==> src/rtl/sram_bus_arbiter_pkg.sv <==
// Shared definitions for the SRAM-like bus arbiter: source IDs, access sizes
// and bus widths.
package bus_pkg;

    localparam int ADDR_W = 32;
    localparam int DATA_W = 32;

    typedef enum logic {
        SRC_INST = 1'b0,
        SRC_DATA = 1'b1
    } src_e;

    typedef enum logic [1:0] {
        SIZE_B = 2'd0,
        SIZE_H = 2'd1,
        SIZE_W = 2'd2
    } size_e;

endpackage

==> src/rtl/sram_bus_arbiter_if.sv <==
// One SRAM-like split-transaction port (req / addr_ok / data_ok).
// The master issues requests and the slave answers them.
interface sram_bus_arbiter_if;
    import bus_pkg::*;

    logic              req;
    logic              wr;
    logic [1:0]        size;
    logic [3:0]        wstrb;
    logic [ADDR_W-1:0] addr;
    logic [DATA_W-1:0] wdata;
    logic              addr_ok;
    logic              data_ok;
    logic [DATA_W-1:0] rdata;

    modport master (
        output req, wr, size, wstrb, addr, wdata,
        input  addr_ok, data_ok, rdata
    );

    modport slave (
        input  req, wr, size, wstrb, addr, wdata,
        output addr_ok, data_ok, rdata
    );

endinterface

==> src/rtl/sram_bus_arbiter_src_fifo.sv <==
// In-order record of which source issued each accepted transaction.
// A push is taken when full only if a pop happens in the same cycle.
module src_fifo #(
    parameter int DEPTH = 2
) (
    input  logic clk,
    input  logic rst,
    input  logic push,
    input  logic pop,
    input  logic din,
    output logic head,
    output logic full,
    output logic empty
);

    localparam int PTR_W = (DEPTH > 1) ? $clog2(DEPTH) : 1;
    localparam int CNT_W = $clog2(DEPTH + 1);

    logic [DEPTH-1:0] slots;
    logic [PTR_W-1:0] wr_ptr;
    logic [PTR_W-1:0] rd_ptr;
    logic [CNT_W-1:0] count;
    logic             do_push;
    logic             do_pop;

    function automatic logic [PTR_W-1:0] bump(input logic [PTR_W-1:0] p);
        return (p == PTR_W'(DEPTH - 1)) ? '0 : p + 1'b1;
    endfunction

    assign empty   = (count == '0);
    assign full    = (count == CNT_W'(DEPTH));
    assign head    = slots[rd_ptr];
    assign do_pop  = pop && !empty;
    assign do_push = push && (!full || do_pop);

    always_ff @(posedge clk) begin
        if (rst) begin
            wr_ptr <= '0;
            rd_ptr <= '0;
            count  <= '0;
        end else begin
            if (do_push) begin
                slots[wr_ptr] <= din;
                wr_ptr        <= bump(wr_ptr);
            end
            if (do_pop) begin
                rd_ptr <= bump(rd_ptr);
            end
            case ({do_push, do_pop})
                2'b10:   count <= count + 1'b1;
                2'b01:   count <= count - 1'b1;
                default: count <= count;
            endcase
        end
    end

endmodule

==> src/rtl/sram_bus_arbiter.sv <==
// Merges the fetch and load/store SRAM-like ports onto one shared port,
// holding a stalled grant and routing in-order responses back to their issuer.
module sram_bus_arbiter
    import bus_pkg::*;
#(
    parameter int OUTSTANDING    = 2,
    parameter int MAX_DATA_BURST = 4
) (
    input  logic               clk,
    input  logic               rst,
    sram_bus_arbiter_if.slave  inst_bus,
    sram_bus_arbiter_if.slave  data_bus,
    sram_bus_arbiter_if.master mem_bus,
    output logic               spurious_rsp
);

    localparam int                  STREAK_W   = $clog2(MAX_DATA_BURST + 1);
    localparam logic [STREAK_W-1:0] STREAK_MAX = STREAK_W'(MAX_DATA_BURST);

    logic                lock_vld;
    src_e                lock_src;
    logic [STREAK_W-1:0] streak;

    logic sel_vld;
    src_e sel_src;
    logic accept;
    logic fifo_pop;
    logic fifo_full;
    logic fifo_empty;
    logic fifo_head;

    src_fifo #(
        .DEPTH (OUTSTANDING)
    ) u_src_fifo (
        .clk   (clk),
        .rst   (rst),
        .push  (accept),
        .pop   (fifo_pop),
        .din   (sel_src),
        .head  (fifo_head),
        .full  (fifo_full),
        .empty (fifo_empty)
    );

    assign fifo_pop     = mem_bus.data_ok && !fifo_empty;
    assign spurious_rsp = mem_bus.data_ok && fifo_empty;

    // A pop in this cycle frees a slot, so a full FIFO can still grant.
    always_comb begin
        sel_vld = 1'b0;
        sel_src = SRC_INST;
        if (lock_vld) begin
            sel_vld = 1'b1;
            sel_src = lock_src;
        end else if (!(fifo_full && !fifo_pop)) begin
            if (inst_bus.req && data_bus.req && streak == STREAK_MAX) begin
                sel_vld = 1'b1;
                sel_src = SRC_INST;
            end else if (data_bus.req) begin
                sel_vld = 1'b1;
                sel_src = SRC_DATA;
            end else if (inst_bus.req) begin
                sel_vld = 1'b1;
                sel_src = SRC_INST;
            end
        end
    end

    always_comb begin
        mem_bus.req   = 1'b0;
        mem_bus.wr    = 1'b0;
        mem_bus.size  = '0;
        mem_bus.wstrb = '0;
        mem_bus.addr  = '0;
        mem_bus.wdata = '0;
        if (sel_vld) begin
            if (sel_src == SRC_DATA) begin
                mem_bus.req   = data_bus.req;
                mem_bus.wr    = data_bus.wr;
                mem_bus.size  = data_bus.size;
                mem_bus.wstrb = data_bus.wstrb;
                mem_bus.addr  = data_bus.addr;
                mem_bus.wdata = data_bus.wdata;
            end else begin
                mem_bus.req   = inst_bus.req;
                mem_bus.wr    = inst_bus.wr;
                mem_bus.size  = inst_bus.size;
                mem_bus.wstrb = inst_bus.wstrb;
                mem_bus.addr  = inst_bus.addr;
                mem_bus.wdata = inst_bus.wdata;
            end
        end
    end

    assign accept = mem_bus.req && mem_bus.addr_ok;

    assign inst_bus.addr_ok = accept && (sel_src == SRC_INST);
    assign data_bus.addr_ok = accept && (sel_src == SRC_DATA);
    assign inst_bus.data_ok = fifo_pop && (src_e'(fifo_head) == SRC_INST);
    assign data_bus.data_ok = fifo_pop && (src_e'(fifo_head) == SRC_DATA);
    assign inst_bus.rdata   = mem_bus.rdata;
    assign data_bus.rdata   = mem_bus.rdata;

    // A stalled request keeps its grant; the lock lapses on accept or when the
    // holder withdraws, since mem_req then follows that withdrawn req.
    always_ff @(posedge clk) begin
        if (rst) begin
            lock_vld <= 1'b0;
            lock_src <= SRC_INST;
            streak   <= '0;
        end else begin
            lock_vld <= mem_bus.req && !mem_bus.addr_ok;
            if (mem_bus.req && !mem_bus.addr_ok) begin
                lock_src <= sel_src;
            end
            if (!inst_bus.req || (accept && sel_src == SRC_INST)) begin
                streak <= '0;
            end else if (accept && sel_src == SRC_DATA && streak != STREAK_MAX) begin
                streak <= streak + 1'b1;
            end
        end
    end

endmodule

==> src/flat_wrapper.sv <==
// flat-port wrapper written by rule: the top's interface ports become plain ports
module sram_bus_arbiter_flat import bus_pkg::*;
#(
    parameter int OUTSTANDING    = 2,
    parameter int MAX_DATA_BURST = 4
)
  (clk, rst, spurious_rsp, inst_bus_req, inst_bus_wr, inst_bus_size, inst_bus_wstrb, inst_bus_addr, inst_bus_wdata, inst_bus_addr_ok, inst_bus_data_ok, inst_bus_rdata, data_bus_req, data_bus_wr, data_bus_size, data_bus_wstrb, data_bus_addr, data_bus_wdata, data_bus_addr_ok, data_bus_data_ok, data_bus_rdata, mem_bus_req, mem_bus_wr, mem_bus_size, mem_bus_wstrb, mem_bus_addr, mem_bus_wdata, mem_bus_addr_ok, mem_bus_data_ok, mem_bus_rdata);
  sram_bus_arbiter_if inst_bus_i ();
  sram_bus_arbiter_if data_bus_i ();
  sram_bus_arbiter_if mem_bus_i ();
  input  logic clk;
  input  logic rst;
  output logic spurious_rsp;
  input wire logic [$bits(inst_bus_i.req)-1:0] inst_bus_req;
  input wire logic [$bits(inst_bus_i.wr)-1:0] inst_bus_wr;
  input wire logic [$bits(inst_bus_i.size)-1:0] inst_bus_size;
  input wire logic [$bits(inst_bus_i.wstrb)-1:0] inst_bus_wstrb;
  input wire logic [$bits(inst_bus_i.addr)-1:0] inst_bus_addr;
  input wire logic [$bits(inst_bus_i.wdata)-1:0] inst_bus_wdata;
  output wire logic [$bits(inst_bus_i.addr_ok)-1:0] inst_bus_addr_ok;
  output wire logic [$bits(inst_bus_i.data_ok)-1:0] inst_bus_data_ok;
  output wire logic [$bits(inst_bus_i.rdata)-1:0] inst_bus_rdata;
  input wire logic [$bits(data_bus_i.req)-1:0] data_bus_req;
  input wire logic [$bits(data_bus_i.wr)-1:0] data_bus_wr;
  input wire logic [$bits(data_bus_i.size)-1:0] data_bus_size;
  input wire logic [$bits(data_bus_i.wstrb)-1:0] data_bus_wstrb;
  input wire logic [$bits(data_bus_i.addr)-1:0] data_bus_addr;
  input wire logic [$bits(data_bus_i.wdata)-1:0] data_bus_wdata;
  output wire logic [$bits(data_bus_i.addr_ok)-1:0] data_bus_addr_ok;
  output wire logic [$bits(data_bus_i.data_ok)-1:0] data_bus_data_ok;
  output wire logic [$bits(data_bus_i.rdata)-1:0] data_bus_rdata;
  output wire logic [$bits(mem_bus_i.req)-1:0] mem_bus_req;
  output wire logic [$bits(mem_bus_i.wr)-1:0] mem_bus_wr;
  output wire logic [$bits(mem_bus_i.size)-1:0] mem_bus_size;
  output wire logic [$bits(mem_bus_i.wstrb)-1:0] mem_bus_wstrb;
  output wire logic [$bits(mem_bus_i.addr)-1:0] mem_bus_addr;
  output wire logic [$bits(mem_bus_i.wdata)-1:0] mem_bus_wdata;
  input wire logic [$bits(mem_bus_i.addr_ok)-1:0] mem_bus_addr_ok;
  input wire logic [$bits(mem_bus_i.data_ok)-1:0] mem_bus_data_ok;
  input wire logic [$bits(mem_bus_i.rdata)-1:0] mem_bus_rdata;
  assign inst_bus_i.req = inst_bus_req;
  assign inst_bus_i.wr = inst_bus_wr;
  assign inst_bus_i.size = inst_bus_size;
  assign inst_bus_i.wstrb = inst_bus_wstrb;
  assign inst_bus_i.addr = inst_bus_addr;
  assign inst_bus_i.wdata = inst_bus_wdata;
  assign inst_bus_addr_ok = inst_bus_i.addr_ok;
  assign inst_bus_data_ok = inst_bus_i.data_ok;
  assign inst_bus_rdata = inst_bus_i.rdata;
  assign data_bus_i.req = data_bus_req;
  assign data_bus_i.wr = data_bus_wr;
  assign data_bus_i.size = data_bus_size;
  assign data_bus_i.wstrb = data_bus_wstrb;
  assign data_bus_i.addr = data_bus_addr;
  assign data_bus_i.wdata = data_bus_wdata;
  assign data_bus_addr_ok = data_bus_i.addr_ok;
  assign data_bus_data_ok = data_bus_i.data_ok;
  assign data_bus_rdata = data_bus_i.rdata;
  assign mem_bus_req = mem_bus_i.req;
  assign mem_bus_wr = mem_bus_i.wr;
  assign mem_bus_size = mem_bus_i.size;
  assign mem_bus_wstrb = mem_bus_i.wstrb;
  assign mem_bus_addr = mem_bus_i.addr;
  assign mem_bus_wdata = mem_bus_i.wdata;
  assign mem_bus_i.addr_ok = mem_bus_addr_ok;
  assign mem_bus_i.data_ok = mem_bus_data_ok;
  assign mem_bus_i.rdata = mem_bus_rdata;
  sram_bus_arbiter #(.OUTSTANDING(OUTSTANDING), .MAX_DATA_BURST(MAX_DATA_BURST)) u_core (.clk(clk), .rst(rst), .inst_bus(inst_bus_i), .data_bus(data_bus_i), .mem_bus(mem_bus_i), .spurious_rsp(spurious_rsp));
endmodule
==> config.mk <==
export PLATFORM = sky130hd
export DESIGN_NAME = sram_bus_arbiter_flat
export DESIGN_NICKNAME = d
export VERILOG_FILES = /design/src/rtl/sram_bus_arbiter_pkg.sv /design/src/rtl/sram_bus_arbiter_if.sv /design/src/rtl/sram_bus_arbiter_src_fifo.sv /design/src/rtl/sram_bus_arbiter.sv /design/src/flat_wrapper.sv
export SDC_FILE = /design/constraint.sdc
export NUM_CORES = 1
export LEC_CHECK = 0
export BUFFER_PORTS_ARGS = -buffer_cell sky130_fd_sc_hd__buf_2
export CORE_AREA = 2 2 123 125
export CTS_BUF_LIST = sky130_fd_sc_hd__clkbuf_16
export CTS_CLUSTER_SIZE = 10
export DETAILED_ROUTE_END_ITERATION = 10
export DIE_AREA = 0 0 125 127
export GPL_ROUTABILITY_DRIVEN = 0
export PLACE_DENSITY = 0.52
export SYNTH_ARGS = -nofsm -noshare
export SYNTH_HDL_FRONTEND = slang
export SYNTH_SLANG_ARGS = --single-unit
==> constraint.sdc <==
create_clock -name clk -period 3.9 [get_ports clk]
set_input_delay 0.195 -clock clk [delete_from_list [all_inputs] [get_ports clk]]
set_output_delay 0.195 -clock clk [all_outputs]
set_load 0.1 [all_outputs]
==> qor.csv <==
metric,value,unit
run_status,completed,
reg2reg_to,u_core.u_src_fifo.slots[1]$_DFFE_PP_,
critical_path.endpoint_type,output port,
ys_top_cells_by_area,"sky130_fd_sc_hd__buf_4 (24%), sky130_fd_sc_hd__nand2_1 (23%), sky130_fd_sc_hd__a21oi_1 (14%), sky130_fd_sc_hd__dfxtp_1 (8.0%), sky130_fd_sc_hd__a21oi_2 (3.9%)",
post-route-period-util,77.4,%
netlist.top_cell.by_area,sky130_fd_sc_hd__buf_4,
track_usage,9.85,%
slowest_stage,sky130_fd_sc_hd__inv_2,
finalSetupViolCount,0,
fin_cells,705,
timing.hold.worst.class,in2reg,
path_class,reg2out,
timing.critical_path.required,3.70,ns
maxSlewViolCount,0,
die_w,125,µm
first_pass_iters,6,
timing_hold_violations_final,0,
rsz0062_at_grt,false,
drtIter0Drc,85,
critical_path_arrival,2.82,ns
finalCriticalPeriod,3.02,ns
power_frac_comb,84.0,%
clk-insertion-delay-late,0.24,ns
hold_path_cell_cnt,2,
num_rows,44,
launch_instance_of_the_worst_register_to_register_path,u_core.streak[0]$_SDFFE_PP0P_,
port-buffer-count,224,
yosysUniqueCellTypes,39,
crit_path_cell_trace,"inv_1, ha_1, and3_1, o31a_2, inv_2, buf_12, nand2_1, a21oi_1, buf_2",
power_report.internal_total,0.582,mW
synthMostInstantiatedCell,sky130_fd_sc_hd__nand2_1,
sequentialPowerShare,7.2,%
vias_per_cell,4.02,
htree_num_levels,1,
cts.repair_timing.setup_buffer_count,0,
hpwl,6.72,mm
die_y,127,µm
grt_max_degree,74,
r2r_setup_slack,1.83,ns
synth.yosys.seq_area_share,10.6,%
cts.hold.buffers_added,0,
ys_ff_latch,11,
mappedNetlistNets,561,
finish.net_count,704,
final_layout_size_suffix_gt1_share,49.4,%
routed_wirelength,8.57,mm
worstHoldEndpoint,u_core.lock_vld$_SDFF_PP0_,
postSynthAreaPerCell,5.98,µm²
yosysWarningCount,0,
ir_worst_vdd,0.200,mV
cts.path.max_buffers,2,
worst-slew-pin-transition,0.863,ns
synth_ff_type,sky130_fd_sc_hd__dfxtp_1,
worst_setup_hold_path_clk_slew,0.05,ns
slew-limit-headroom,42.3,%
synth_cell_count_leaders,"sky130_fd_sc_hd__nand2_1 (139), sky130_fd_sc_hd__buf_4 (71), sky130_fd_sc_hd__a21oi_1 (63)",
cts_num_sinks,11,
maxCapViolCount,0,
finClkSkew,0.00588,ns
cpPeakStageDelay,0.48,ns
number_of_antenna_violations_at_the_first_check_in_global_routing,1,
power.leakage,1.68,nW
tritoncts_clock_tree,yes,
area_growth,38.1,%
power.net_switching,1.57,mW
r2r.worst_path.cells,6,
dpl.cell_count,700,
start_util,15.7,%
ant_nets,0,
clk_tree_root_cell,sky130_fd_sc_hd__clkbuf_16,
boundaryPins,321,
gr-total-overflow,0,
syn_inst,378,
number_of_global_route_vias_before_repair,2627,
placeableCoreArea,14400,µm²
postSynth.asyncResetShare,0,%
post_cts_resize_count,0,
cp-start-kind,flop,
critical_path_peak_fanout,39,
power_frac_clock,8.8,%
setup_tns,0,ns
power_switching_share,73.0,%
fp.dieArea,15900,µm²
synth-edff-count,2,
max_clock_freq,331,MHz
worstHoldStart,mem_bus_addr_ok,
grt_pass1_wl,13.1,mm
tritoncts.num_buffers,3,
wl_per_cell,12.2,µm
netlist_area,2260,µm²
power_density,689,nW/µm²
vias,2831,
synthDominantCellAreaShare,23.6,%
remaining_drc_errors,0,
-- per-layer routing --
metal	up-vias	global-route usage (%)	share of wire (%)
met5	-	0	0
met4	0	2.48	2.3
met3	26	3.43	11
met2	177	16.6	46
met1	1181	12.1	41
li1	1447	-	-
-- worst max-delay path by stage --
stage                             startpoint                to  slack, ns
5_1_grt        u_core.streak[0]$_SDFFE_PP0P_   mem_bus_addr[3]       0.62
6_report       u_core.streak[0]$_SDFFE_PP0P_  mem_bus_addr[31]       0.88
4_1_cts        u_core.streak[0]$_SDFFE_PP0P_  mem_bus_addr[24]       0.84
3_5_place_dp   u_core.streak[0]$_SDFFE_PP0P_  mem_bus_addr[24]       1.10
2_1_floorplan  u_core.streak[0]$_SDFFE_PP0P_   mem_bus_addr[0]       0.84
3_3_place_gp   u_core.streak[0]$_SDFFE_PP0P_  mem_bus_addr[28]       1.14
-- metrics by stage --
step | utilization [%] | power [mW] | worst slack [ns] | instance area [µm²] | hold slack (ns)
3_3_place_gp | 21.1 | 1.97 | 1.14 | 3040 | 0.391
6_report | 21.7 | 2.15 | 0.882 | 3120 | 0.216
2_1_floorplan | - | 2.00 | 0.837 | 2260 | 0.274
3_5_place_dp | 21.1 | 1.97 | 1.10 | 3040 | 0.391
5_1_grt | 21.7 | 2.25 | 0.616 | 3120 | 0.233
4_1_cts | 21.6 | 2.17 | 0.844 | 3120 | 0.208
-- cell usage in the layout, fill, tap and decap left out, drive strengths merged, types with 2 or more instances in the layout --
master and count:
buf 227, nand2 149, a21oi 73, nor2 11, dfxtp 9, inv 7, nor2b 4, nor3b 4
o21ai 3, nor3 3, ha 3, clkbuf 3, mux2i 2, o22ai 2, xor2 2, edfxtp 2
-- power groups by stage --
stage / Combinational, mW / Clock [mW] / Sequential [mW]
6_report: 1.81 / 0.189 / 0.155
5_1_grt: 1.89 / 0.199 / 0.158
4_1_cts: 1.82 / 0.193 / 0.155
3_5_place_dp: 1.81 / 0 / 0.156
3_3_place_gp: 1.81 / 0 / 0.157
2_1_floorplan: 1.85 / 0 / 0.147
-- cell type report --
cell class | count | area (µm²)
Clock buffer | 3 | 75.1
Multi-Input combinational cell | 271 | 1330
Fill cell | 1650 | 11300
Sequential cell | 11 | 240
Antenna cell | 1 | 2.50
Inverter | 7 | 26.3
Clock inverter | 1 | 5.00
Tap cell | 184 | 230
Timing Repair Buffer | 227 | 1210
-- cells by family after synthesis --
group,count (synthesis),share of synthesized area [%]
AOI/OAI and AO/OA,84,21.2
muxes,3,1.38
DFF,11,10.6
buffers and inverters,96,30.9
adders and majority gates,3,1.66
and+or+nand+nor,178,33.1
xor gates and xnor gates,3,1.16
-- flip-flops by register name (all words and copies together) (netlist names) --
signal                    count
u_core.u_src_fifo.slots       2
u_core.lock_vld               1
u_core.lock_src               1
u_core.streak                 3
u_core.u_src_fifo.count       2
u_core.u_src_fifo.wr_ptr      1
u_core.u_src_fifo.rd_ptr      1
-- critical path: cells and delay by family, from the launching register on --
| kind | cells | cell delay (ns) |
|---|---|---|
| flops | 1 | 0.35 |
| buf+inv | 4 | 1.29 |
| fa+ha+maj | 1 | 0.22 |
| simple gates | 2 | 0.26 |
| compound gates | 2 | 0.45 |
Note: power is estimated with default switching activity, not from simulation.
